`src/rtl/pipe_hazard_ctrl.sv`:
```
// Hazard/stall sequencer for a 5-stage pipeline: load-use bubbles, taken-branch
// flushes resolved in ID, and data-memory wait freezes, plus saturating perf counters.
module pipe_hazard_ctrl #(
   parameter int REG_AW   = 5,
   parameter int CNT_W    = 16,
   parameter int WAIT_MAX = 63
) (
   input  logic              clk_i,
   input  logic              rst_i,
   input  logic              start_i,
   input  logic              idex_memread_i,
   input  logic [REG_AW-1:0] idex_rd_i,
   input  logic [REG_AW-1:0] ifid_rs1_i,
   input  logic [REG_AW-1:0] ifid_rs2_i,
   input  logic              branch_taken_i,
   input  logic              mem_busy_i,
   output logic              pc_write_o,
   output logic              ifid_write_o,
   output logic              ifid_flush_o,
   output logic              idex_bubble_o,
   output logic              idex_hold_o,
   output logic [CNT_W-1:0]  stall_cnt_o,
   output logic [CNT_W-1:0]  flush_cnt_o,
   output logic              err_o
);

   typedef enum logic [1:0] {
      IDLE     = 2'd0,
      RUN      = 2'd1,
      MEM_WAIT = 2'd2
   } state_e;

   localparam int             WCW  = $clog2(WAIT_MAX + 1);
   localparam logic [WCW-1:0] WMAX = WCW'(WAIT_MAX);

   state_e             state_q, state_d;
   logic [WCW-1:0]     wait_q, wait_d;
   logic [CNT_W-1:0]   stall_q, stall_d;
   logic [CNT_W-1:0]   flush_q, flush_d;
   logic               err_q, err_d;
   logic               lu;
   logic               pc_w, ifid_w, flush, bubble, hold;

   assign lu = idex_memread_i && (idex_rd_i != '0) &&
               ((idex_rd_i == ifid_rs1_i) || (idex_rd_i == ifid_rs2_i));

   always_comb begin
      pc_w    = 1'b0;
      ifid_w  = 1'b0;
      flush   = 1'b0;
      bubble  = 1'b0;
      hold    = 1'b0;
      state_d = state_q;
      wait_d  = '0;
      stall_d = stall_q;
      flush_d = flush_q;
      err_d   = err_q;

      case (state_q)
         IDLE: begin
            bubble  = 1'b1;
            state_d = RUN;
         end
         RUN, MEM_WAIT: begin
            if (mem_busy_i) begin
               hold    = 1'b1;
               state_d = MEM_WAIT;
               if (state_q == MEM_WAIT) begin
                  wait_d = (wait_q == WMAX) ? wait_q : wait_q + 1'b1;
                  // Timeout only flags the condition; the freeze continues.
                  if (wait_d == WMAX) err_d = 1'b1;
               end
            end else begin
               state_d = RUN;
               if (lu) begin
                  // Branch operands depend on the load, so a taken branch waits too.
                  bubble = 1'b1;
               end else begin
                  pc_w   = 1'b1;
                  ifid_w = 1'b1;
                  flush  = branch_taken_i;
               end
            end
         end
         default: state_d = IDLE;
      endcase

      if (!start_i) state_d = IDLE;

      if ((state_q != IDLE) && !pc_w && (stall_q != '1)) stall_d = stall_q + 1'b1;
      if (flush && (flush_q != '1)) flush_d = flush_q + 1'b1;
   end

   always_ff @(posedge clk_i or posedge rst_i) begin
      if (rst_i) begin
         state_q <= IDLE;
         wait_q  <= '0;
         stall_q <= '0;
         flush_q <= '0;
         err_q   <= 1'b0;
      end else begin
         state_q <= state_d;
         wait_q  <= wait_d;
         stall_q <= stall_d;
         flush_q <= flush_d;
         err_q   <= err_d;
      end
   end

   assign pc_write_o    = pc_w;
   assign ifid_write_o  = ifid_w;
   assign ifid_flush_o  = flush;
   assign idex_bubble_o = bubble;
   assign idex_hold_o   = hold;
   assign stall_cnt_o   = stall_q;
   assign flush_cnt_o   = flush_q;
   assign err_o         = err_q;

endmodule

```
`config.mk`:
```
export PLATFORM = sky130hd
export DESIGN_NAME = pipe_hazard_ctrl
export DESIGN_NICKNAME = d
export VERILOG_FILES = /design/src/rtl/pipe_hazard_ctrl.sv
export SDC_FILE = /design/constraint.sdc
export NUM_CORES = 1
export LEC_CHECK = 0
export CAP_MARGIN = 20
export CORE_ASPECT_RATIO = 1.25
export CORE_MARGIN = 10
export CORE_UTILIZATION = 40
export CTS_CLUSTER_SIZE = 28
export DETAILED_ROUTE_END_ITERATION = 12
export HOLD_SLACK_MARGIN = 0.05
export PLACE_DENSITY = 0.74
export SETUP_SLACK_MARGIN = 0.5
export SYNTH_ARGS = -nofsm -noshare
export SYNTH_HDL_FRONTEND = slang
export SYNTH_SLANG_ARGS = --single-unit
```
`constraint.sdc`:
```
create_clock -name clk_i -period 2.7 [get_ports clk_i]
set_clock_uncertainty 0.2 [all_clocks]
set_input_delay 0.54 -clock clk_i [delete_from_list [all_inputs] [get_ports clk_i]]
set_output_delay 0.54 -clock clk_i [all_outputs]
set_load 0.01 [all_outputs]
```
# After elaboration in Yosys (flattened, before gate mapping)
# Cells that the tools add are included.
[classes]
n_bitwise = 0
order_cmp = 0
reduce_logical = 12
n_div = 0
shifts = 0
n_mux = 18
mul = 0
eq_ne = 8
n_addsub = 3
[op_table]
columns = ["cell", "n"]
rows = [
  ["adder 16 x 1 -> 16 bit, second input constant", 2],
  ["!= test 16 bit, second input constant", 2],
  ["two-way mux 6 bit", 4],
  ["equality test 6 bit, second input constant", 2],
  ["equality test 5 bit", 2],
  ["two-way mux 1 bit", 10],
  ["adder 6 x 1 -> 6 bit, second input constant", 1],
  ["logical AND 1 bit", 5],
  ["nonzero test 5 bit", 1],
  ["two-way mux 2 bit", 2],
  ["case mux 2 bit (2 select lines)", 1],
  ["AND reduction 4 bit", 1],
  ["equality test 2 x 1 -> 1 bit, second input constant", 1],
  ["equality test 2 bit, second input constant", 1],
  ["logical NOT 2 bit", 1],
  ["case mux 1 bit (2 select lines)", 1],
  ["nonzero test 2 bit", 1],
  ["OR reduction 2 bit", 1],
  ["logical NOT 1 bit", 1],
  ["logical OR 1 bit", 1],
]
[word_totals]
out_inout_bits = 38
ram_bits = 0
mem_count = 0
rom_bits = 0
latchBits = 0
ff_bits = 41

# Logic depth before layout (Yosys ltp)
[logic_depth]
ltp_word = 9
mapped_depth = 8
mapped_depth_nobuf = 8

# Worst setup path before layout
# No wires, ideal clock.
[synth_path]
path_kind = "input-to-output"
startpoint = "input port idex_rd_i[1]"
endpoint = "output port ifid_flush_o"
stages = 5
path_slack_ps = 205
arrival_time_ps = 1755
n_path_buf = 0
required_time_ps = 1960
path_cell_list = "or4_4 o21ai_4 nor2_2 and2b_2 and2_1"
[synth_via]
elab_chain_len = 6
[synth_rtl]
columns = ["item", "line_no", "text"]
rows = [
  ["from (decl)", "12", "input logic [REG_AW-1:0] idex_rd_i,"],
  ["equality test 5 bit or nonzero test 5 bit (tied branches)", "45, 44", ""],
  ["logical OR 1 bit or logical AND 1 bit (tied branches)", "45, 44", ""],
  ["logical AND 1 bit *", "44", "assign lu = idex_memread_i && (idex_rd_i != '0) &&"],
  ["two-way mux 1 bit *", "75", "if (lu) begin"],
  ["two-way mux 1 bit *", "65", "if (mem_busy_i) begin"],
  ["two-way mux 1 bit *", "59", "case (state_q)"],
  ["to (decl)", "19", "output logic ifid_flush_o,"],
]
# Mark *: on every way between the ends. The rest lies on a longest branch, timed or not.

# Worst setup path in the final report
[layout_path]
startpoint = "input port idex_rd_i[2]"
endpoint = "output port ifid_flush_o"
# The elaborated chain is that of the path after synthesis.

==> results.toml <==
[status]
outcome = "finished, final reports clean"

[sta]
hold_viol_final = 0
min_period_ps = 2580
whs_ps = 282
final.period_utilization = 0.956
rsz0062_at_grt = "yes"
slew_headroom = 0.525
setup_ws_ps = 120
slew_violations = 0
fmax_mhz = 388
tightestPinTransition_ps = 710
setup_viol = 0

[die]
die_w_um = 87.4
core-area_mm2 = 0.00548
rows = 30
start_util = 0.415
die_y_um = 104
ioPinCount = 59
dieArea_mm2 = 0.00911

[drt]
viasPerCell = 5.38
wl_um = 6320
postRouteAntennaNets = 0
drc = 0
num_vias = 2024
wl_per_cell_um = 16.8
drt_pass1_iterations = 4
drt_iter0_markers = 61

[hold_path]
hold_path_class = "register to register"
hold_depth = 1
hp-start = "err_o"
holdPathEnd = "err_o"

[cts]
clock_path_buffers = 2
clock-root-buffer = "clkbuf_8"
numCtsBuffers = 5
htreeDepth = 2
cts_tree = "yes"
cts_hold_buf = 0
clkSlewWorstSetupHoldPaths_ps = 90
clock-sinks = 41
clkLatencyLatePin_ps = 300

[run]
cap_violations = 0

[setup_path]
path_max_fanout = 2
critPathArrivalTime_ps = 1840
critPathLaunchType = "input pin"
worst_ep_required_time_ps = 1960
timing.rr.end = "flush_cnt_o[11]"
end_kind = "output pin"
r2r.worst_path.cells = 8
ff2ff_setup_slack_ps = 390
critical_path_class = "input pin to output pin"
rr_startpoint = "state_q[1]"

[finish]
area_growth_pct = 54.9
nFillCells = 442
multi_input_area_mm2 = 0.00144
final_cells = 376
layout-drive-gt1-share = 0.312
register_area_mm2 = 0.00103
final_util = 0.642
final_area_mm2 = 0.00352
final_nets = 337

[logic_synthesis]
syn_area_per_cell_um2 = 10.3
async_flop_share = 1.00
ys.flop_type = "dfrtp_1"
synthDistinctLibCells = 45
netlist_instances = 221
ys_ff_latch = 41
ys_seq_area_frac = 0.452
ys_warn_count = 0
synth_nets = 248
synth_edf_count = 0
netlist_area_mm2 = 0.00227

[global_route]
grt_max_degree = 42
grt_pass1_wl_um = 9850
grt-ovfl-total = 0
antenna_found_initial = 1
grt_use_total = 0.131
grt_pass1_vias = 2133

[power]
power_frac_comb = 0.344
pwr_density_cell_mw_per_mm2 = 525
vdd_ir_drop_max_v = 0.000554
power.leakage_uw = 0.00155
p_int_uw = 1240
p_sw_frac = 0.330
switching_power_uw = 609
clockPowerShare = 0.223
seq_power_share = 0.433

[place]
portBuffers = 58
placed_cell_area_mm2 = 0.00304
gp_congestion = 0.824
dpl.cell_count = 352
place_hpwl_um = 4220
pre_cts_slack_ps = -680
[metrics by stage]
step | TNS, ps | power, uW
2_1_floorplan | 0 | 1020
3_3_place_gp | -3040 | 1300
3_5_place_dp | -3310 | 1310
4_1_cts | 0 | 1770
5_1_grt | 0 | 1940
6_report | 0 | 1850
[sequential cells by signal, indices dropped and copies added, names as in the netlist]
signal,count
wait_q,6
err_o,1
flush_cnt_o,16
stall_cnt_o,16
state_q,2
[per-layer routing]
layer	wire length, um	vias up	track usage	share of wire
li1	-	955	-	-
met1	2430	1008	0.140	0.38
met2	3280	52	0.214	0.52
met3	504	9	0.0658	0.080
met4	102	0	0.0457	0.016
met5	0	-	0	0
[power groups by stage]
stage / logic (uW) / clock network, uW / registers, uW
6_report: 636 / 412 / 798
3_5_place_dp: 508 / 0 / 803
2_1_floorplan: 197 / 0 / 820
3_3_place_gp: 501 / 0 / 800
5_1_grt: 687 / 446 / 809
4_1_cts: 557 / 418 / 792
[synthesized netlist by cell type, types with 4 or more instances]
cell / number / area share
dfrtp_1: 41 / 0.45
nor4_1: 4 / 0.011
nand3_1: 17 / 0.037
and3_1: 7 / 0.019
nor3b_1: 4 / 0.013
xnor2_1: 17 / 0.066
nor2_1: 17 / 0.028
xor2_1: 23 / 0.089
nand2_1: 12 / 0.020
nand4_1: 15 / 0.041
ha_1: 6 / 0.033
nor3_1: 6 / 0.013
o21ai_0: 5 / 0.011
inv_1: 6 / 0.0099
[layout make-up]
class / count / share of cell area
inverter: 6 / 0.00640
timing repair buffer: 89 / 0.244
clock inverter: 3 / 0.00498
clock buffer: 5 / 0.0196
sequential: 41 / 0.292
multi-input combinational: 167 / 0.410
tap: 64 / 0.0228
antenna: 1 / 0.000711
[worst max-delay path by stage]
stage / startpoint / endpoint / slack (ps)
floorplan: idex_rd_i[1] / ifid_flush_o / 220
global route: ifid_rs1_i[4] / ifid_flush_o / 50
global placement: idex_rd_i[3] / idex_bubble_o / -650
CTS: idex_rd_i[1] / ifid_flush_o / 100
finish: idex_rd_i[2] / ifid_flush_o / 120
detailed placement: idex_rd_i[2] / idex_bubble_o / -680
[placed cells by master, fill, tap and decap left out, types with 4 or more instances in the layout]
cell	count
nand2_1	9
xnor2_1	16
nand4_1	15
nand3_4	4
clkbuf_8	5
xor2_1	22
o21ai_0	4
buf_6	12
and3_1	7
clkdlybuf4s15_1	5
dfrtp_1	41
buf_4	22
clkdlybuf4s50_1	36
nor2_1	16
dlygate4sd2_1	7
nand2_4	4
inv_1	4
nand3_1	12
[cells by family (layout without fill, tap and decap cells)]
logic type	count (synthesis)	after routing	synth area share
compound gates	18	18	0.0611
xor+xnor	41	41	0.161
fa+ha+maj	6	6	0.0330
buf+inv	13	103	0.0275
flops	41	41	0.452
mux	2	2	0.00936
other cells	0	1	0
simple gates	100	100	0.256
[timing repair]
item,CTS,global route
pin swaps,24,26
setup endpoints to repair,35,34
cloned,1,0
gates resized for setup,76,41
buffers inserted,10,4
[critical path, cell delays in order]
cell     delay [ps]
buf_6           100
buf_6           110
xor2_1          150
nor3_2          200
a22oi_2         110
nor2_2          110
and2b_2         240
and2_4          150
buf_6           110
No activity file was read; power rests on OpenSTA's default activity.
